===== src/rtl/func_msg_sched.sv =====
// rtl/func_msg_sched.sv - SHA-256 message schedule: 16-word load, 64-round W/K stream
module func_msg_sched (
    input  logic        in_clk,
    input  logic        in_rst,
    input  logic        in_load_valid,
    input  logic [31:0] in_load_word,
    output logic        out_load_ready,
    output logic        out_valid,
    input  logic        in_ready,
    output logic [31:0] out_Wi,
    output logic [31:0] out_Ki,
    output logic [5:0]  out_index,
    output logic        out_last
);

    typedef enum logic {
        ST_LOAD = 1'b0,
        ST_RUN  = 1'b1
    } state_t;

    localparam logic [31:0] K_ROM [64] = '{
        32'h428a2f98, 32'h71374491, 32'hb5c0fbcf, 32'he9b5dba5, 32'h3956c25b, 32'h59f111f1, 32'h923f82a4, 32'hab1c5ed5,
        32'hd807aa98, 32'h12835b01, 32'h243185be, 32'h550c7dc3, 32'h72be5d74, 32'h80deb1fe, 32'h9bdc06a7, 32'hc19bf174,
        32'he49b69c1, 32'hefbe4786, 32'h0fc19dc6, 32'h240ca1cc, 32'h2de92c6f, 32'h4a7484aa, 32'h5cb0a9dc, 32'h76f988da,
        32'h983e5152, 32'ha831c66d, 32'hb00327c8, 32'hbf597fc7, 32'hc6e00bf3, 32'hd5a79147, 32'h06ca6351, 32'h14292967,
        32'h27b70a85, 32'h2e1b2138, 32'h4d2c6dfc, 32'h53380d13, 32'h650a7354, 32'h766a0abb, 32'h81c2c92e, 32'h92722c85,
        32'ha2bfe8a1, 32'ha81a664b, 32'hc24b8b70, 32'hc76c51a3, 32'hd192e819, 32'hd6990624, 32'hf40e3585, 32'h106aa070,
        32'h19a4c116, 32'h1e376c08, 32'h2748774c, 32'h34b0bcb5, 32'h391c0cb3, 32'h4ed8aa4a, 32'h5b9cca4f, 32'h682e6ff3,
        32'h748f82ee, 32'h78a5636f, 32'h84c87814, 32'h8cc70208, 32'h90befffa, 32'ha4506ceb, 32'hbef9a3f7, 32'hc67178f2
    };

    state_t      state_q, state_d;
    logic [31:0] win_q [16];
    logic [31:0] win_d [16];
    logic [3:0]  cnt_q, cnt_d;
    logic [5:0]  round_q, round_d;
    logic        load_acc;
    logic        run_hs;

    function automatic logic [31:0] sig0(input logic [31:0] x);
        return {x[6:0], x[31:7]} ^ {x[17:0], x[31:18]} ^ {3'b000, x[31:3]};
    endfunction

    function automatic logic [31:0] sig1(input logic [31:0] x);
        return {x[16:0], x[31:17]} ^ {x[18:0], x[31:19]} ^ {10'd0, x[31:10]};
    endfunction

    assign load_acc = (state_q == ST_LOAD) && in_load_valid;
    assign run_hs   = (state_q == ST_RUN) && in_ready;

    always_comb begin
        state_d = state_q;
        cnt_d   = cnt_q;
        round_d = round_q;
        win_d   = win_q;
        if (load_acc) begin
            for (int i = 0; i < 15; i++) begin
                win_d[i] = win_q[i+1];
            end
            win_d[15] = in_load_word;
            cnt_d     = cnt_q + 4'd1;
            if (cnt_q == 4'd15) begin
                state_d = ST_RUN;
                round_d = 6'd0;
            end
        end
        if (run_hs) begin
            // Window holds W[round..round+15]; the new tail word is W[round+16].
            for (int i = 0; i < 15; i++) begin
                win_d[i] = win_q[i+1];
            end
            win_d[15] = sig1(win_q[14]) + win_q[9] + sig0(win_q[1]) + win_q[0];
            round_d   = round_q + 6'd1;
            if (round_q == 6'd63) begin
                state_d = ST_LOAD;
            end
        end
    end

    always_ff @(posedge in_clk) begin
        if (in_rst) begin
            state_q <= ST_LOAD;
            cnt_q   <= 4'd0;
            round_q <= 6'd0;
            for (int i = 0; i < 16; i++) begin
                win_q[i] <= 32'd0;
            end
        end else begin
            state_q <= state_d;
            cnt_q   <= cnt_d;
            round_q <= round_d;
            win_q   <= win_d;
        end
    end

    assign out_load_ready = (state_q == ST_LOAD);
    assign out_valid      = (state_q == ST_RUN);
    assign out_Wi         = win_q[0];
    assign out_Ki         = K_ROM[round_q];
    assign out_index      = round_q;
    assign out_last       = (state_q == ST_RUN) && (round_q == 6'd63);

endmodule


===== config.mk =====
export PLATFORM = sky130hd
export DESIGN_NAME = func_msg_sched
export DESIGN_NICKNAME = d
export VERILOG_FILES = /design/src/rtl/func_msg_sched.sv
export SDC_FILE = /design/constraint.sdc
export NUM_CORES = 1
export LEC_CHECK = 0
export ABC_AREA = 1
export CAP_MARGIN = 15
export CORE_ASPECT_RATIO = 0.8
export CORE_MARGIN = 1.5
export CORE_UTILIZATION = 30
export DETAILED_ROUTE_END_ITERATION = 10
export PLACE_DENSITY = 0.46
export SYNTH_ARGS = -nofsm -noshare
export SYNTH_HDL_FRONTEND = slang
export SYNTH_SLANG_ARGS = --single-unit

===== constraint.sdc =====
create_clock -name in_clk -period 7.2 [get_ports in_clk]
set_clock_uncertainty 0.05 [all_clocks]
set_input_delay 1.8 -clock in_clk [delete_from_list [all_inputs] [get_ports in_clk]]
set_output_delay 1.8 -clock in_clk [all_outputs]
set_load 0.005 [all_outputs]

==> flow_summary.json, run 1 <==
{
  "detail_route.wirelength_um": 88990,
  "drt_iter0_drc": 2052,
  "seq_area_frac_synth_pct": 40.58,
  "die_area_um2": 87780,
  "layout.cell_area.non_filler_um2": 29040,
  "ys.warnings.count": 0,
  "timing.final.hold_violations": 0,
  "timing.final.crit_period_ps": 6099,
  "timing_max_transition_violations_final": 0,
  "path_clk_slew_ps": 60,
  "postSynthAreaPerCell_um2": 7.317,
  "tritoncts_clock_tree": "yes",
  "timing_worst_slew_pin_value_ps": 1000,
  "critPathTopFamily": "buffers and inverters",
  "total_number_of_h_tree_levels": 2,
  "root_buffer": "sky130_fd_sc_hd__clkbuf_16",
  "ys_dominant_reg_cell": "sky130_fd_sc_hd__dfxtp_1",
  "synth_area_um2": 25800,
  "ioPinCount": 109,
  "worst_setup_path_start_kind": "flop",
  "post_synth_fa_ha_maj_area_fraction_pct": 7.187,
  "critical_path.reg2reg.endpoint": "win_q[9]$_SDFFE_PP0P_",
  "cp.depth": 9,
  "syn_nets": 3673,
  "design_power_total_mw": 8.059,
  "detail_route.vias_per_cell": 4.828,
  "holdWs_ps": 398.8,
  "core_area_um2": 84630,
  "yosys_register_bits": 523,
  "maximum_clock_frequency_mhz": 164.0,
  "report.final.setup_viol": 0,
  "crit_path_end_kind": "primary output",
  "routabilityCongestion": 0.9949,
  "crit_fanout": 17,
  "post_cts_resize_count": 0,
  "cp_num_buf_inv": 4,
  "r2r_depth": 17,
  "share_clk_of_total_power_pct": 35.4,
  "number_of_synthesized_flops_with_an_enable_pin": 0,
  "area_growth_syn_to_layout_pct": 12.54,
  "place.detailed.hpwl_um": 62930,
  "min_delay_path_depth": 2,
  "drive_above_1_share_pct": 3.779,
  "clock-sinks": 523,
  "wire_length_of_the_first_global_routing_pass_um": 131900,
  "worstSetupPathType": "reg -> out",
  "cp_slowest_stage_delay_ps": 800,
  "cpMostUsedCell": "sky130_fd_sc_hd__inv_1",
  "regToRegSetupSlack_ps": 2800,
  "synth.lib_cells_used.distinct": 52,
  "final_cell_count_no_fill": 4641,
  "grt_overflow_total": 0,
  "share_of_the_synthesized_area_in_the_top_cell_type_pct": 40.58,
  "cts_buf_count": 54,
  "cp_cell_sequence": "inv_1, ha_1, inv_1, nor2_1, inv_1, nand3_1, nand3_1, a32oi_1, clkdlybuf4s50_1",
  "r2r-start": "win_q[52]$_SDFFE_PP0P_",
  "yosys.area_share.simple_pct": 20.33,
  "cts-hold-fix-buffers": 0,
  "placed_area_um2": 27220,
  "post_cts.repair.setup_buffers": 0,
  "switching_portion_of_total_power_pct": 32.88,
  "die_h_um": 265.3,
  "worst_skew_pair.late_latency_ps": 630,
  "wire_per_inst_um": 19.18,
  "cts.path.max_buffers": 3,
  "power_frac_comb_pct": 24.3,
  "power.static_leakage_nw": 12.39,
  "hold_ep": "win_q[34]$_SDFFE_PP0P_",
  "fillCellCount": 9205,
  "fp.dieW_um": 330.9,
  "synth_compound_gate_area_share_pct": 17.89,
  "unrepaired_setup_endpoints_after_global_routing": "no",
  "number_of_nets_with_antenna_violations_after_detailed_routing": 0,
  "drc": 0,
  "regArea_um2": 10470,
  "setup_tns_final_ps": 0,
  "floorplan.initialDensity_pct": 30.49,
  "synth.mux.area_fraction_pct": 0,
  "cp_data_required_time_ps": 5350,
  "via_count_of_the_first_global_routing_pass": 20490,
  "yosysTopAreaCell": "sky130_fd_sc_hd__dfxtp_1",
  "min_period_over_period_pct": 84.71,
  "outcome": "finished clean",
  "synth_cells": 3526,
  "multi_input_comb_area_um2": 12890,
  "power.share.sequential_pct": 40.2,
  "async_reset_ff_share_pct": 0,
  "std_cell_rows": 95,
  "dominant_combinational_cell_family_by_area_after_synthesis": "simple AND/OR/NAND/NOR gates",
  "hold_path_class": "reg -> reg",
  "timing.critical_path.arrival_ps": 4250,
  "count_of_buffers_inserted_at_the_top_level_ports": 108,
  "cp_slowest_cell": "sky130_fd_sc_hd__dfxtp_1",
  "drtPass1Iterations": 7,
  "maxSlewHeadroom_pct": 33.32,
  "design.final.nets": 3624,
  "top_cells_by_area_synth": "sky130_fd_sc_hd__dfxtp_1 41%, sky130_fd_sc_hd__nor2_1 13%, sky130_fd_sc_hd__o21ai_0 10%",
  "synthXorXnorAreaFrac_pct": 4.549,
  "maxCapViolations": 0,
  "cell_total_after_placement": 4536,
  "p_sw_mw": 2.650,
  "min_from": "win_q[2]$_SDFFE_PP0P_",
  "power_report.internal_total_mw": 5.409,
  "grt.total_usage_pct": 19.82,
  "grt_max_degree": 249,
  "antenna_found_initial": 8,
  "power.ir.vdd_worst_v": 0.0001622,
  "via_count": 22410,
  "powerDensity_nw_per_um2": 277.5
}
## Yosys cell counts, drive strengths merged, types with 13 or more instances
cell	n
ha	49
xor2	63
dfxtp	523
o21ai	601
xnor2	71
a21oi	173
a31oi	13
nand2	361
inv	304
nor3	16
fa	62
nor2	890
nand3	67
clkbuf	96
buf	139
## state kept, by name, indices dropped and copies added (netlist names)
name       cells
win_q        480
out_Wi        32
out_index      6
cnt_q          4
out_valid      1
## placed cells by master (no fill, tap or decap), types with 55 or more instances in the layout
cell type / synthesis / final
sky130_fd_sc_hd__nor2_1: 885 / 885
sky130_fd_sc_hd__xnor2_1: 71 / 71
sky130_fd_sc_hd__clkbuf_16: 0 / 55
sky130_fd_sc_hd__dfxtp_1: 523 / 523
sky130_fd_sc_hd__o21ai_0: 514 / 514
sky130_fd_sc_hd__nand3_1: 67 / 67
sky130_fd_sc_hd__nand2_1: 355 / 355
sky130_fd_sc_hd__fa_1: 62 / 62
sky130_fd_sc_hd__clkdlybuf4s50_1: 0 / 108
sky130_fd_sc_hd__inv_1: 297 / 296
sky130_fd_sc_hd__xor2_1: 63 / 63
sky130_fd_sc_hd__a21oi_1: 172 / 172
sky130_fd_sc_hd__o21ai_1: 85 / 85
## layout make-up
type                            instances  share of cell area (%)
Clock inverter                         17                  0.5946
Timing Repair Buffer                  130                   4.507
Sequential cell                       523                   36.06
Multi-Input combinational cell       2463                   44.39
Clock buffer                           81                   5.593
Tap cell                             1115                   4.805
Antenna cell                            7                 0.06033
Inverter                              305                   3.994
## how the worst max path moves through the flow
stage,end,slack [ps],startpoint
2_1_floorplan,out_Ki[27],3300,out_index[1]$_SDFFE_PP0P_
3_3_place_gp,out_Ki[13],1900,out_index[1]$_SDFFE_PP0P_
3_5_place_dp,out_Ki[27],1900,out_index[1]$_SDFFE_PP0P_
4_1_cts,out_Ki[27],1220,out_index[1]$_SDFFE_PP0P_
5_1_grt,out_Ki[27],940,out_index[1]$_SDFFE_PP0P_
6_report,out_Ki[13],1100,out_index[1]$_SDFFE_PP0P_
## power by group through the flow
stage / Sequential, mW / Combinational, mW / Clock [mW]
floorplan: 3.22 / 1.49 / 0
global placement: 3.30 / 1.97 / 0
detailed placement: 3.31 / 1.96 / 0
CTS: 3.24 / 1.98 / 2.95
global route: 3.26 / 2.24 / 3.07
finish: 3.24 / 1.96 / 2.86
## tightest hold or removal path: stages, from the launching register on
cell and delay, ps:
sky130_fd_sc_hd__dfxtp_1 310, sky130_fd_sc_hd__inv_1 40, sky130_fd_sc_hd__a21oi_1 50
## metal layers
layer	GRT usage [%]	up-vias	part of all wire (%)
met4	5.689	2	2.2
met1	30.22	10530	51
met3	4.236	132	6.5
met5	0.8919	-	0.12
met2	27.38	551	40
li1	-	11190	-
## logic make-up (layout without fill, tap and decap cells)
kind of cell,Yosys count,after routing
other,0,7
buffers and inverters,540,533
XOR/XNOR,134,134
AO/OA/AOI/OAI,870,870
flip-flops,523,523
adder cells (fa/ha/maj),111,111
AND/OR/NAND/NOR,1348,1348
## stage by stage
step / utilization (%) / worst slack (ps)
global route: 34.31 / 939.1
finish: 34.31 / 1101
floorplan: - / 3304
CTS: 34.29 / 1217
detailed placement: 32.17 / 1899
global placement: 32.17 / 1903
Note: power is estimated with default switching activity, not from simulation.
==> run 2, diff against run 1 <==
==> constraint.sdc (replaced) <==
create_clock -name in_clk -period 6 [get_ports in_clk]
set_clock_uncertainty 0.05 [all_clocks]
set_input_delay 1.5 -clock in_clk [delete_from_list [all_inputs] [get_ports in_clk]]
set_output_delay 1.5 -clock in_clk [all_outputs]
set_load 0.005 [all_outputs]
==> run 2 against run 1 <==
Net effect: register-to-register slack lost 1200 ps; cell count grew 0.24%; first-iteration DRC count is 3.5% higher; non-clock buffer count rose by 16; die area unchanged; clock-buffer cell count is 1 lower; core utilization grew 0.10 points; global-route usage is 0.15 points higher; critical path depth down 1; cell area rose by 0.30%; routed wire length increased by 0.63%; sequential share of layout area down 0.11 points; critical path type unchanged.
==> flow_summary.json, run 2 (synthesis gave the netlist of run 1 again) <==
{
  "outcome": "finished clean",
  "drc": 0,
  "finalWorstSetupSlack_ps": 521.5,
  "worstSetupPathType": "reg -> out",
  "maxCapViolations": 0,
  "root_buffer": "sky130_fd_sc_hd__clkbuf_16",
  "timing.final.crit_period_ps": 5478,
  "min_period_over_period_pct": 91.31,
  "post_cts.repair.setup_buffers": 0,
  "regArea_um2": 10470,
  "place.detailed.hpwl_um": 63720,
  "clock-sinks": 523,
  "setup_tns_final_ps": 0,
  "power.ir.vdd_worst_v": 0.0002269,
  "number_of_nets_with_antenna_violations_after_detailed_routing": 0,
  "timing_max_transition_violations_final": 0,
  "place_worst_setup_slack_ps": 1269,
  "post_cts_resize_count": 0,
  "regToRegSetupSlack_ps": 1640,
  "regMostFlops": "win_q",
  "report.final.setup_viol": 0,
  "powerDensity_nw_per_um2": 331.0,
  "unrepaired_setup_endpoints_after_global_routing": "no",
  "tritoncts_clock_tree": "yes",
  "count_of_buffers_inserted_at_the_top_level_ports": 108,
  "final_cell_count_no_fill": 4652,
  "routabilityCongestion": 1.008,
  "via_count": 22480,
  "grt_overflow_total": 0,
  "fillCellCount": 9232,
  "worst_setup_path_start_kind": "flop",
  "wire_length_of_the_first_global_routing_pass_um": 132800,
  "core_area_um2": 84630,
  "via_count_of_the_first_global_routing_pass": 20510,
  "die_area_um2": 87780,
  "cp_data_required_time_ps": 4450,
  "power_report.internal_total_mw": 6.484,
  "timing.critical_path.arrival_ps": 3930,
  "std_cell_rows": 95,
  "worst_skew_pair.late_latency_ps": 640,
  "design_power_total_mw": 9.639,
  "drt_iter0_drc": 2124,
  "final_core_util_pct": 34.41,
  "cell_total_after_placement": 4552,
  "holdWs_ps": 416.5,
  "power.static_leakage_nw": 12.45,
  "share_clk_of_total_power_pct": 35.0,
  "total_number_of_h_tree_levels": 2,
  "hold_path_class": "reg -> reg",
  "crit_fanout": 15,
  "layout_commonest_cell": "sky130_fd_sc_hd__nor2_1",
  "power.share.sequential_pct": 40.4,
  "switching_portion_of_total_power_pct": 32.73,
  "drtPass1Iterations": 5,
  "path_clk_slew_ps": 70,
  "detail_route.vias_per_cell": 4.832,
  "die_h_um": 265.3,
  "timing.final.hold_violations": 0,
  "maximum_clock_frequency_mhz": 182.5,
  "crit_path_end_kind": "primary output",
  "cts-hold-fix-buffers": 0,
  "design.final.nets": 3639,
  "area_growth_syn_to_layout_pct": 12.88,
  "grt.total_usage_pct": 19.97,
  "cts.path.max_buffers": 3,
  "grt_max_degree": 233,
  "timing_worst_slew_pin_value_ps": 1193,
  "fp.dieW_um": 330.9,
  "ioPinCount": 109,
  "multi_input_comb_area_um2": 12890,
  "maxSlewHeadroom_pct": 20.47,
  "drive_above_1_share_pct": 4.076,
  "detail_route.wirelength_um": 89550,
  "largest_register_ff_count": 480,
  "floorplan.initialDensity_pct": 30.49,
  "power_frac_comb_pct": 24.6,
  "cts_buf_count": 53,
  "layout.cell_area.non_filler_um2": 29120,
  "placed_area_um2": 27360,
  "wire_per_inst_um": 19.25,
  "p_sw_mw": 3.155,
  "mostFrequentLayoutCells": "885 x sky130_fd_sc_hd__nor2_1, 523 x sky130_fd_sc_hd__dfxtp_1, 514 x sky130_fd_sc_hd__o21ai_0",
  "antenna_found_initial": 7
}
[run 2: changes by cell type in the layout (fill, tap and decap cells not counted), sizes merged]
| cell | previous run | this run |
|---|---|---|
| clkbuf | 81 | 80 |
| bufinv | 2 | 3 |
| clkinv | 10 | 9 |
| clkinvlp | 3 | 2 |
| buf | 22 | 38 |
| diode | 7 | 4 |
[run 2: final cells by class]
cell class	instances	share of cell area [%]
Timing Repair Buffer	146	4.949
Tap cell	1115	4.790
Clock inverter	16	0.6101
Multi-Input combinational cell	2463	44.26
Sequential cell	523	35.95
Clock buffer	80	5.426
Antenna cell	4	0.03437
Inverter	305	3.983
[run 2: critical path, cell delays in order, from the launching register on]
cell                              delay [ps]
sky130_fd_sc_hd__dfxtp_1                 680
sky130_fd_sc_hd__inv_1                   280
sky130_fd_sc_hd__ha_1                    410
sky130_fd_sc_hd__nand2_1                 540
sky130_fd_sc_hd__nand2_1                 300
sky130_fd_sc_hd__o21ai_0                 180
sky130_fd_sc_hd__a21oi_1                 100
sky130_fd_sc_hd__a22oi_1                 250
sky130_fd_sc_hd__clkdlybuf4s50_1         550
[run 2: path summary, 6_finish.rpt]
| kind | from | endpoint | cells after the start |
|---|---|---|---|
| setup / recovery | out_index[0]$_SDFFE_PP0P_ | out_Ki[29] | 8 |
| hold / removal | win_q[133]$_SDFFE_PP0P_ | win_q[165]$_SDFFE_PP0P_ | 2 |
| setup reg to reg | win_q[52]$_SDFFE_PP0P_ | win_q[29]$_SDFFE_PP0P_ | 17 |
| hold reg to reg | win_q[133]$_SDFFE_PP0P_ | win_q[165]$_SDFFE_PP0P_ | 2 |
[run 2: power groups by stage]
stage	clock, mW	combinational, mW	sequential [mW]
after detailed placement	0	2.36	3.97
after CTS	3.48	2.38	3.89
final	3.37	2.37	3.89
after floorplan	0	1.78	3.87
after global placement	0	2.36	3.97
after global routing	3.61	2.71	3.92
[run 2: metal layers]
layer	GRT usage (%)	share of wire, %	wire, µm	up-vias
met3	3.848	6.1	5454	88
met4	4.393	1.5	1372	0
met2	27.69	40	36090	544
li1	-	-	-	11250
met1	31.20	52	46640	10600
met5	0	0	0	-
